==> config.mk <==
export PLATFORM = sky130hd
export DESIGN_NAME = rs_issue_sched
export DESIGN_NICKNAME = d
export VERILOG_FILES = /design/src/rtl/tomasulo_pkg.sv /design/src/rtl/rs_select.sv /design/src/rtl/rs_issue_sched.sv
export SDC_FILE = /design/constraint.sdc
export NUM_CORES = 1
export LEC_CHECK = 0
export ABC_CLOCK_PERIOD_IN_PS = 9400
export CORE_MARGIN = 3
export CORE_UTILIZATION = 61
export CTS_CLUSTER_SIZE = 28
export DETAILED_ROUTE_END_ITERATION = 10
export PLACE_DENSITY = 0.94
export SETUP_SLACK_MARGIN = 0.15
export SYNTH_ARGS = -nofsm -noshare
export SYNTH_HDL_FRONTEND = slang
export SYNTH_SLANG_ARGS = --single-unit
==> constraint.sdc <==
create_clock -name clk2 -period 9.4 [get_ports clk2]
set_input_delay 1.88 -clock clk2 [delete_from_list [all_inputs] [get_ports clk2]]
set_output_delay 1.88 -clock clk2 [all_outputs]
set_load 0.1 [all_outputs]
==> src/rtl/tomasulo_pkg.sv <==
// rtl/tomasulo_pkg.sv - shared opcodes, tag width and station entry layout
package tomasulo_pkg;

  localparam logic [3:0] FN_ADD = 4'b0000;
  localparam logic [3:0] FN_SUB = 4'b0001;
  localparam logic [3:0] FN_MUL = 4'b0010;
  localparam logic [3:0] FN_DIV = 4'b0011;
  localparam logic [3:0] FN_LD  = 4'b0100;
  localparam logic [3:0] FN_ST  = 4'b0101;
  localparam logic [3:0] FN_BEQ = 4'b0110;
  localparam logic [3:0] FN_BNE = 4'b0111;

  localparam int TAGW = 3;

  // Operand values live beside this struct so DW stays a per-instance parameter
  typedef struct packed {
    logic            busy;
    logic [3:0]      func;
    logic [TAGW-1:0] rob;
    logic            q1_busy;
    logic [TAGW-1:0] q1_tag;
    logic            q2_busy;
    logic [TAGW-1:0] q2_tag;
  } rs_entry_t;

endpackage

==> src/rtl/rs_select.sv <==
// rtl/rs_select.sv - picks one ready entry; RS_AGE_PRIORITY_EN selects oldest, else lowest index
module rs_select #(
  parameter int N  = 4,
  parameter int IW = (N > 1) ? $clog2(N) : 1
) (
  input  logic [N-1:0]   ready,
`ifdef RS_AGE_PRIORITY_EN
  input  logic [N*N-1:0] older,
`endif
  output logic [N-1:0]   grant,
  output logic [IW-1:0]  idx,
  output logic           any
);

  always_comb begin
    grant = '0;
    idx   = '0;
    any   = |ready;
`ifdef RS_AGE_PRIORITY_EN
    // older[j*N+i] set means entry j was allocated before entry i
    for (int i = 0; i < N; i++) begin
      logic blocked;
      blocked = 1'b0;
      for (int j = 0; j < N; j++) begin
        if (ready[j] && older[j*N+i]) blocked = 1'b1;
      end
      if (ready[i] && !blocked) grant[i] = 1'b1;
    end
`else
    for (int i = N - 1; i >= 0; i--) begin
      if (ready[i]) grant = N'(1) << i;
    end
`endif
    for (int i = 0; i < N; i++) begin
      if (grant[i]) idx = IW'(i);
    end
  end

endmodule

==> src/rtl/rs_issue_sched.sv <==
// rtl/rs_issue_sched.sv - reservation station: allocate, CDB wakeup, single issue per cycle
// Optional oldest-first selection with RS_AGE_PRIORITY_EN.
module rs_issue_sched #(
  parameter int ENTRIES = 4,
  parameter int DW      = 16,
  parameter int TAGW    = tomasulo_pkg::TAGW
) (
  input  logic                         clk2,
  input  logic                         rst_n,
  input  logic                         alloc_valid,
  output logic                         alloc_ready,
  input  logic [3:0]                   alloc_func,
  input  logic [TAGW-1:0]              alloc_rob,
  input  logic                         alloc_q1_busy,
  input  logic                         alloc_q2_busy,
  input  logic [TAGW-1:0]              alloc_q1_tag,
  input  logic [TAGW-1:0]              alloc_q2_tag,
  input  logic [DW-1:0]                alloc_v1,
  input  logic [DW-1:0]                alloc_v2,
  input  logic                         cdb_valid,
  input  logic [TAGW-1:0]              cdb_tag,
  input  logic [DW-1:0]                cdb_data,
  input  logic                         flush,
  output logic                         issue_valid,
  input  logic                         issue_ready,
  output logic [3:0]                   issue_func,
  output logic [TAGW-1:0]              issue_rob,
  output logic [DW-1:0]                issue_v1,
  output logic [DW-1:0]                issue_v2,
  output logic [$clog2(ENTRIES+1)-1:0] count,
  output logic                         full
);
  import tomasulo_pkg::*;

  localparam int IW = $clog2(ENTRIES);
  localparam int CW = $clog2(ENTRIES + 1);

  rs_entry_t         ent [ENTRIES];
  logic [DW-1:0]     v1  [ENTRIES];
  logic [DW-1:0]     v2  [ENTRIES];
  logic [ENTRIES-1:0] ready_vec;
  logic [ENTRIES-1:0] grant;
  logic [IW-1:0]     sel_idx, last_idx, out_idx, alloc_idx;
  logic              sel_any, alloc_fire, issue_fire, cap1, cap2;
  rs_entry_t         new_ent;

  always_comb begin
    ready_vec = '0;
    count     = '0;
    for (int i = 0; i < ENTRIES; i++) begin
      ready_vec[i] = ent[i].busy && !ent[i].q1_busy && !ent[i].q2_busy;
      count        = count + CW'(ent[i].busy);
    end
  end

  assign full        = (count == CW'(ENTRIES));
  assign alloc_ready = !full;
  assign alloc_fire  = alloc_valid && alloc_ready;
  assign issue_fire  = issue_valid && issue_ready;

  // Lowest free slot, judged from start-of-cycle state so an issuing slot is not reused
  always_comb begin
    logic found;
    found     = 1'b0;
    alloc_idx = '0;
    for (int i = 0; i < ENTRIES; i++) begin
      if (!ent[i].busy && !found) begin
        found     = 1'b1;
        alloc_idx = IW'(i);
      end
    end
  end

  assign cap1 = alloc_q1_busy && cdb_valid && (alloc_q1_tag == cdb_tag);
  assign cap2 = alloc_q2_busy && cdb_valid && (alloc_q2_tag == cdb_tag);

  always_comb begin
    new_ent         = '0;
    new_ent.busy    = 1'b1;
    new_ent.func    = alloc_func;
    new_ent.rob     = alloc_rob;
    new_ent.q1_busy = alloc_q1_busy && !cap1;
    new_ent.q1_tag  = alloc_q1_tag;
    new_ent.q2_busy = alloc_q2_busy && !cap2;
    new_ent.q2_tag  = alloc_q2_tag;
  end

`ifdef RS_AGE_PRIORITY_EN
  logic [ENTRIES*ENTRIES-1:0] older;

  always_ff @(posedge clk2 or negedge rst_n) begin
    if (!rst_n) begin
      older <= '0;
    end else if (flush) begin
      older <= '0;
    end else begin
      for (int i = 0; i < ENTRIES; i++) begin
        for (int j = 0; j < ENTRIES; j++) begin
          if (alloc_fire && (i == int'(alloc_idx)))
            older[i*ENTRIES+j] <= 1'b0;
          else if (alloc_fire && (j == int'(alloc_idx)))
            older[i*ENTRIES+j] <= ent[i].busy && !(issue_fire && (i == int'(sel_idx)));
          else if (issue_fire && (i == int'(sel_idx)))
            older[i*ENTRIES+j] <= 1'b0;
        end
      end
    end
  end
`endif

  rs_select #(.N(ENTRIES), .IW(IW)) u_select (
    .ready (ready_vec),
`ifdef RS_AGE_PRIORITY_EN
    .older (older),
`endif
    .grant (grant),
    .idx   (sel_idx),
    .any   (sel_any)
  );

  assign out_idx     = sel_any ? sel_idx : last_idx;
  assign issue_valid = sel_any;
  assign issue_func  = ent[out_idx].func;
  assign issue_rob   = ent[out_idx].rob;
  assign issue_v1    = v1[out_idx];
  assign issue_v2    = v2[out_idx];

  always_ff @(posedge clk2 or negedge rst_n) begin
    if (!rst_n) begin
      last_idx <= '0;
      for (int i = 0; i < ENTRIES; i++) begin
        ent[i] <= '0;
        v1[i]  <= '0;
        v2[i]  <= '0;
      end
    end else begin
      if (sel_any) last_idx <= sel_idx;
      for (int i = 0; i < ENTRIES; i++) begin
        if (cdb_valid && ent[i].busy) begin
          if (ent[i].q1_busy && (ent[i].q1_tag == cdb_tag)) begin
            ent[i].q1_busy <= 1'b0;
            v1[i]          <= cdb_data;
          end
          if (ent[i].q2_busy && (ent[i].q2_tag == cdb_tag)) begin
            ent[i].q2_busy <= 1'b0;
            v2[i]          <= cdb_data;
          end
        end
      end
      if (flush) begin
        for (int i = 0; i < ENTRIES; i++) ent[i].busy <= 1'b0;
      end else begin
        if (issue_fire) ent[sel_idx].busy <= 1'b0;
        if (alloc_fire) begin
          ent[alloc_idx] <= new_ent;
          v1[alloc_idx]  <= cap1 ? cdb_data : alloc_v1;
          v2[alloc_idx]  <= cap2 ? cdb_data : alloc_v2;
        end
      end
    end
  end

  logic unused_grant;
  assign unused_grant = ^grant;

endmodule

==> flow_summary.json, run 1 <==
{
  "status": "completed",
  "synthFlopType": "dfrtp_1",
  "fin_ws_ns": 3.025,
  "layout_commonest_cell": "dfrtp_1",
  "gr-usage-all-layers_pct": 35.70,
  "postCtsSetupBuffers": 0,
  "final_util_pct": 73.08,
  "yosys.area_share.simple_pct": 18.06,
  "slew-limit-headroom_pct": 23.04,
  "fp.dieH_um": 136.8,
  "synth_compound_area_share_pct": 25.11,
  "p_leak_nw": 4.834,
  "clk_pin_slew_ns": 0.07,
  "finalCritPeriodShare_pct": 67.82,
  "wl_um": 32760,
  "finalClockSkew_ns": 0.01098,
  "ir_drop_v": 0.0002656,
  "required_ns": 7.52,
  "top_layer": "met4",
  "ys_warn_count": 0,
  "syn_area_per_cell_sq_um": 10.17,
  "routed_via_density": 7.510,
  "grt_pass1_vias": 9552,
  "cts_root_buf": "clkbuf_16",
  "tritoncts": "done",
  "initial_core_util_pct": 62.75,
  "n_antenna_cell": 0,
  "cp_max_fo": 48,
  "worst_setup_path_end_kind": "output pin",
  "syn_to_final_growth_pct": 16.47,
  "synth-adder-area-share_pct": 0.4313,
  "tightest_slew_ns": 1.154,
  "fin_nets": 1139,
  "synth_seq_cells": 194,
  "detailed_place_hpwl_um": 19250,
  "wl_met1_um": 12000,
  "clock_sinks": 194,
  "synthCells": 1027,
  "netlist_top_cells_area": "dfrtp_1, o221a_2, or3_1",
  "critPathKind": "reg -> out",
  "drtIter0Drc": 1686,
  "gr-total-overflow": 0,
  "muxShareOfSynthArea_pct": 2.169,
  "cts_buffers": 17,
  "syn_nets": 1102,
  "yosysSeqAreaShare_pct": 46.49,
  "wl_per_cell_um": 25.26,
  "p_per_area_nw_per_um2": 325.6,
  "max-clock-path-buffers": 2,
  "cap_violations": 0,
  "cp_data_arrival_time_ns": 4.49,
  "wl_met2_um": 15710,
  "synth-edff-count": 0,
  "dieArea_sq_um": 18730,
  "r2r-start": "ent[63]$_DFF_PN0_",
  "dpl_worst_slack_ns": 3.703,
  "grt_pass1_wl_um": 51640,
  "clkLatencyLatePin_ns": 0.45,
  "synth-xor-area-share_pct": 2.516,
  "slew_viol_final": 0,
  "cts_resized": 0,
  "vias": 9741,
  "grt_max_degree": 124,
  "yosysTopAreaCellShare_pct": 46.49,
  "n_fill_cell": 1107,
  "ff2ff_path_depth": 9,
  "drc": 0,
  "place.gp.congestion": 0.8399,
  "synth_cell_types": 53,
  "io_buffers": 116,
  "postRouteAntennaNets": 0,
  "cp-start-kind": "register",
  "finalCriticalPeriod_ns": 6.375,
  "setup_viol": 0,
  "hold_path_class": "reg -> reg",
  "mostFrequentLayoutCells": "dfrtp_1, nand2_1, or3_1, clkdlybuf4s50_1, o221a_2",
  "stdcell_count": 1297,
  "pin_count": 117,
  "place_inst": 1265,
  "crit_path_end": "issue_v2[0]",
  "yosysTopAreaCell": "dfrtp_1",
  "layout-drive-gt1-share_pct": 17.92,
  "wl_met3_um": 3837,
  "max_freq_mhz": 156.9,
  "r2r_setup_slack_ns": 4.77,
  "rsz0062_at_grt": "false",
  "antenna_found_initial": 0,
  "die-width_um": 136.8,
  "reg2reg_to": "v1[49]$_DFF_PN0_",
  "setup_tns_ns": 0,
  "synth_top_family_by_area": "compound AO/OA/AOI/OAI gates",
  "rows": 47,
  "syn_area_sq_um": 10440,
  "cts_max_level": 4,
  "coreArea_sq_um": 16640,
  "hold_violations": 0,
  "firstDrtPassIters": 6,
  "hold_buffers": 0,
  "cp-startpoint": "ent[15]$_DFF_PN0_",
  "synth-async-reset-ratio_pct": 100.0
}
[final cells by class]
type	instances	area [sq um]	area share, %
clock inverters	15	175.2	1.440
multi-input cells	704	5057	41.58
flip-flops and latches	194	4855	39.91
well taps	220	275.3	2.263
repair buffers	141	1353	11.12
inverters	6	22.52	0.1852
clock buffers	17	425.4	3.498
[cell usage after synthesis, types with 4 or more instances]
cell,number
a21oi_1,4
a31oi_1,39
a32oi_1,39
buf_1,18
buf_2,36
clkbuf_1,66
dfrtp_1,194
inv_1,6
mux2_1,6
mux2_2,7
mux2i_1,8
nand2_1,130
nand2b_1,6
nand3_1,47
nor4_1,4
o21ai_0,78
o221a_1,22
o221a_2,106
o41ai_1,6
or3_1,129
xnor2_1,6
xor2_1,24
[worst min path at each step]
stage                              startpoint             endpoint  slack (ns)  depth (start not counted)
final                     ent[41]$_DFFE_PN0P_  ent[41]$_DFFE_PN0P_        0.48                          2
after global routing      ent[40]$_DFFE_PN0P_  ent[40]$_DFFE_PN0P_        0.50                          2
after CTS                 ent[40]$_DFFE_PN0P_  ent[40]$_DFFE_PN0P_        0.48                          2
after detailed placement  ent[40]$_DFFE_PN0P_  ent[40]$_DFFE_PN0P_        0.46                          2
after global placement    ent[10]$_DFFE_PN0P_  ent[10]$_DFFE_PN0P_        0.45                          2
after floorplan           ent[10]$_DFFE_PN0P_  ent[10]$_DFFE_PN0P_        0.44                          2
[metrics by stage]
stage	cell area (sq um)	hold WS, ns	total power (W)
6_report	12160	0.4836	0.003960
5_1_grt	12160	0.5017	0.004098
4_1_cts	12160	0.4818	0.003939
3_3_place_gp	11560	0.4520	0.003134
3_5_place_dp	11560	0.4577	0.003178
2_1_floorplan	10440	0.4393	0.002692
[cell families after synthesis]
logic type,Yosys count
XOR/XNOR,30
AO/OA/AOI/OAI,308
multiplexers,21
buffers and inverters,129
flip-flops,194
AND/OR/NAND/NOR,342
adder cells (fa/ha/maj),3
[power breakdown]
| group | total (W) | switching, W | internal (W) |
|---|---|---|---|
| combinational | 0.00204 | 0.00147 | 0.000565 |
| sequential | 0.00117 | 0.000133 | 0.00104 |
| clock | 0.000752 | 0.000352 | 0.000400 |
| total | 0.00396 | 0.00196 | 0.00200 |
[critical path: stages, from the launching register on]
cell and delay [ns]:
dfrtp_1 0.58, nor3b_1 0.44, o211a_2 0.66, buf_4 0.52, o21ai_0 0.20, a32oi_1 0.41
clkdlybuf4s50_1 1.21
[layer usage]
layer / up-vias / GRT usage [%]
met5: - / 0
met4: 0 / 16.52
met3: 126 / 7.059
met2: 814 / 56.52
met1: 4791 / 47.77
li1: 4010 / -
[registers in the layout, summed over array words and instances (netlist names)]
name,cells
ent,64
last_idx,2
v1,64
v2,64
No activity file was read; power rests on OpenSTA's default activity.
==> run 2: changes to the inputs <==
- ABC_CLOCK_PERIOD_IN_PS: 9400 -> 5500
- CORE_UTILIZATION: 61 -> 52
- PLACE_DENSITY: 0.94 -> 0.86
- clock period: 9.4 -> 5.5 ns (I/O delays scaled with it)
==> run 2 against run 1 <==
Net effect: critical path depth stayed put; critical path type unchanged; flip-flop and latch count unchanged; final cell count up 4.0%.
==> flow_summary.json, run 2 (synthesis results as in run 1) <==
{
  "hold_path_class": "reg -> reg",
  "setup_viol": 0,
  "pin_count": 117,
  "firstDrtPassIters": 9,
  "cts_root_buf": "clkbuf_16",
  "postCtsSetupBuffers": 0,
  "coreArea_sq_um": 19590,
  "detailed_place_hpwl_um": 19410,
  "tritoncts": "done",
  "n_fill_cell": 1561,
  "cap_violations": 0,
  "grt_pass1_vias": 9338,
  "io_buffers": 116,
  "r2r-start": "ent[63]$_DFF_PN0_",
  "slew_viol_final": 0,
  "gr-total-overflow": 0,
  "finalCritPeriodShare_pct": 86.86,
  "p_per_area_nw_per_um2": 546.2,
  "cts_max_level": 4,
  "place.gp.congestion": 0.8392,
  "fp.dieH_um": 147.7,
  "worst_setup_path_end_kind": "output pin",
  "crit_buf_inv": 2,
  "cp_max_fo": 9,
  "wl_per_cell_um": 24.04,
  "p_leak_nw": 4.903,
  "cp-start-kind": "register",
  "holdPathStages": 2,
  "hold_buffers": 0,
  "path_cells": "fa_1, ha_1, ha_1, nor3b_4, inv_1, clkdlybuf4s50_1",
  "max-clock-path-buffers": 2,
  "pwr-share-clk_pct": 18.8,
  "required_ns": 4.40,
  "switching_share_pct": 49.93,
  "hold_violations": 0,
  "layout-drive-gt1-share_pct": 22.05,
  "postRouteAntennaNets": 0,
  "seq_power_share_pct": 30.1,
  "n_antenna_cell": 0,
  "die-width_um": 147.7,
  "hold_end": "ent[43]$_DFFE_PN0P_",
  "mostFrequentLayoutCells": "dfrtp_1, nand2_1, or3_1, o221a_2, o21ai_0",
  "syn_to_final_growth_pct": 16.57,
  "cp_data_arrival_time_ns": 3.68,
  "crit_slowest_cell": "clkdlybuf4s50_1",
  "max_freq_mhz": 209.3,
  "cts_buffers": 17,
  "vias": 9522,
  "ir_drop_v": 0.0006281,
  "clkLatencyLatePin_ns": 0.44,
  "cts_resized": 0,
  "holdWs_ns": 0.4733,
  "status": "completed",
  "layout_commonest_cell": "dfrtp_1",
  "setup_tns_ns": 0,
  "total_power_w": 0.006648,
  "finalClockSkew_ns": 0.01348,
  "r2r_setup_slack_ns": 1.44,
  "grt_max_degree": 112,
  "drc": 0,
  "hold_start": "ent[43]$_DFFE_PN0P_",
  "critPathMaxStageDelay_ns": 0.98,
  "netSwitchingPower_w": 0.003320,
  "finalCriticalPeriod_ns": 4.777,
  "critPathKind": "reg -> out",
  "reg2reg_to": "v1[31]$_DFF_PN0_",
  "ff2ff_path_depth": 7,
  "antenna_found_initial": 0,
  "crit_top_cell": "ha_1",
  "largest_registers": "ent (64), v1 (64), v2 (64)",
  "gr-usage-all-layers_pct": 29.70,
  "routed_via_density": 7.059,
  "rows": 51,
  "share_comb_of_total_power_pct": 51.1,
  "slew-limit-headroom_pct": 4.656,
  "clock_sinks": 194,
  "p_int_w": 0.003329,
  "grt_pass1_wl_um": 51770,
  "rsz0062_at_grt": "false",
  "fin_nets": 1146,
  "dieArea_sq_um": 21820,
  "cp_top_family": "buffers and inverters",
  "drtIter0Drc": 1303,
  "tightest_slew_ns": 1.421,
  "wl_um": 32430,
  "initial_core_util_pct": 53.31,
  "clk_pin_slew_ns": 0.07
}
==> run 2: worst max path at each step <==
stage | cells after the start | to | start
after floorplan | 5 | alloc_ready | ent[63]$_DFF_PN0_
after global placement | 6 | alloc_ready | ent[63]$_DFF_PN0_
after detailed placement | 6 | alloc_ready | ent[63]$_DFF_PN0_
after CTS | 6 | alloc_ready | ent[63]$_DFF_PN0_
after global routing | 6 | alloc_ready | ent[31]$_DFF_PN0_
final | 6 | alloc_ready | ent[63]$_DFF_PN0_
==> run 2: tightest hold or removal path, stage by stage, from the launching register on <==
cell and delay [ns]:
dfrtp_1 0.34, nand2_1 0.05, nand2_1 0.05
==> run 2: per-stage QoR <==
| stage | utilization [%] | cells | setup slack, ns | cell area [sq um] |
|---|---|---|---|---|
| finish | 62.14 | 1349 | 0.7227 | 12170 |
| global route | 62.14 | 1349 | 0.5801 | 12170 |
| global placement | 59.17 | 1317 | 1.270 | 11590 |
| CTS | 62.14 | 1349 | 0.7192 | 12170 |
| floorplan | - | 1027 | 0.3818 | 10440 |
| detailed placement | 59.17 | 1317 | 1.197 | 11590 |
==> run 2: power groups by stage <==
stage	Clock [W]	Sequential, W	Combinational [W]
after floorplan	0	0.00194	0.00266
after global placement	0	0.00199	0.00333
after detailed placement	0	0.00200	0.00338
after CTS	0.00125	0.00199	0.00338
after global routing	0.00131	0.00203	0.00355
final	0.00125	0.00200	0.00340
==> run 2: layout make-up <==
cell class              instances  area [sq um]  area share, %
clock buffers                  20         456.7          3.752
clock inverters                12         125.1          1.028
inverters                       6         22.52         0.1850
multi-input cells             704          5065          41.61
flip-flops and latches        194          4855          39.88
well taps                     265         331.6          2.724
repair buffers                148          1318          10.82
==> run 2: per-layer routing <==
| layer | GRT usage, % | part of all wire, % | vias to the layer above |
|---|---|---|---|
| met5 | 0 | 0 | - |
| met4 | 12.30 | 3.0 | 0 |
| met3 | 6.223 | 12 | 73 |
| met2 | 45.08 | 46 | 701 |
| met1 | 41.78 | 40 | 4724 |
| li1 | - | - | 4024 |
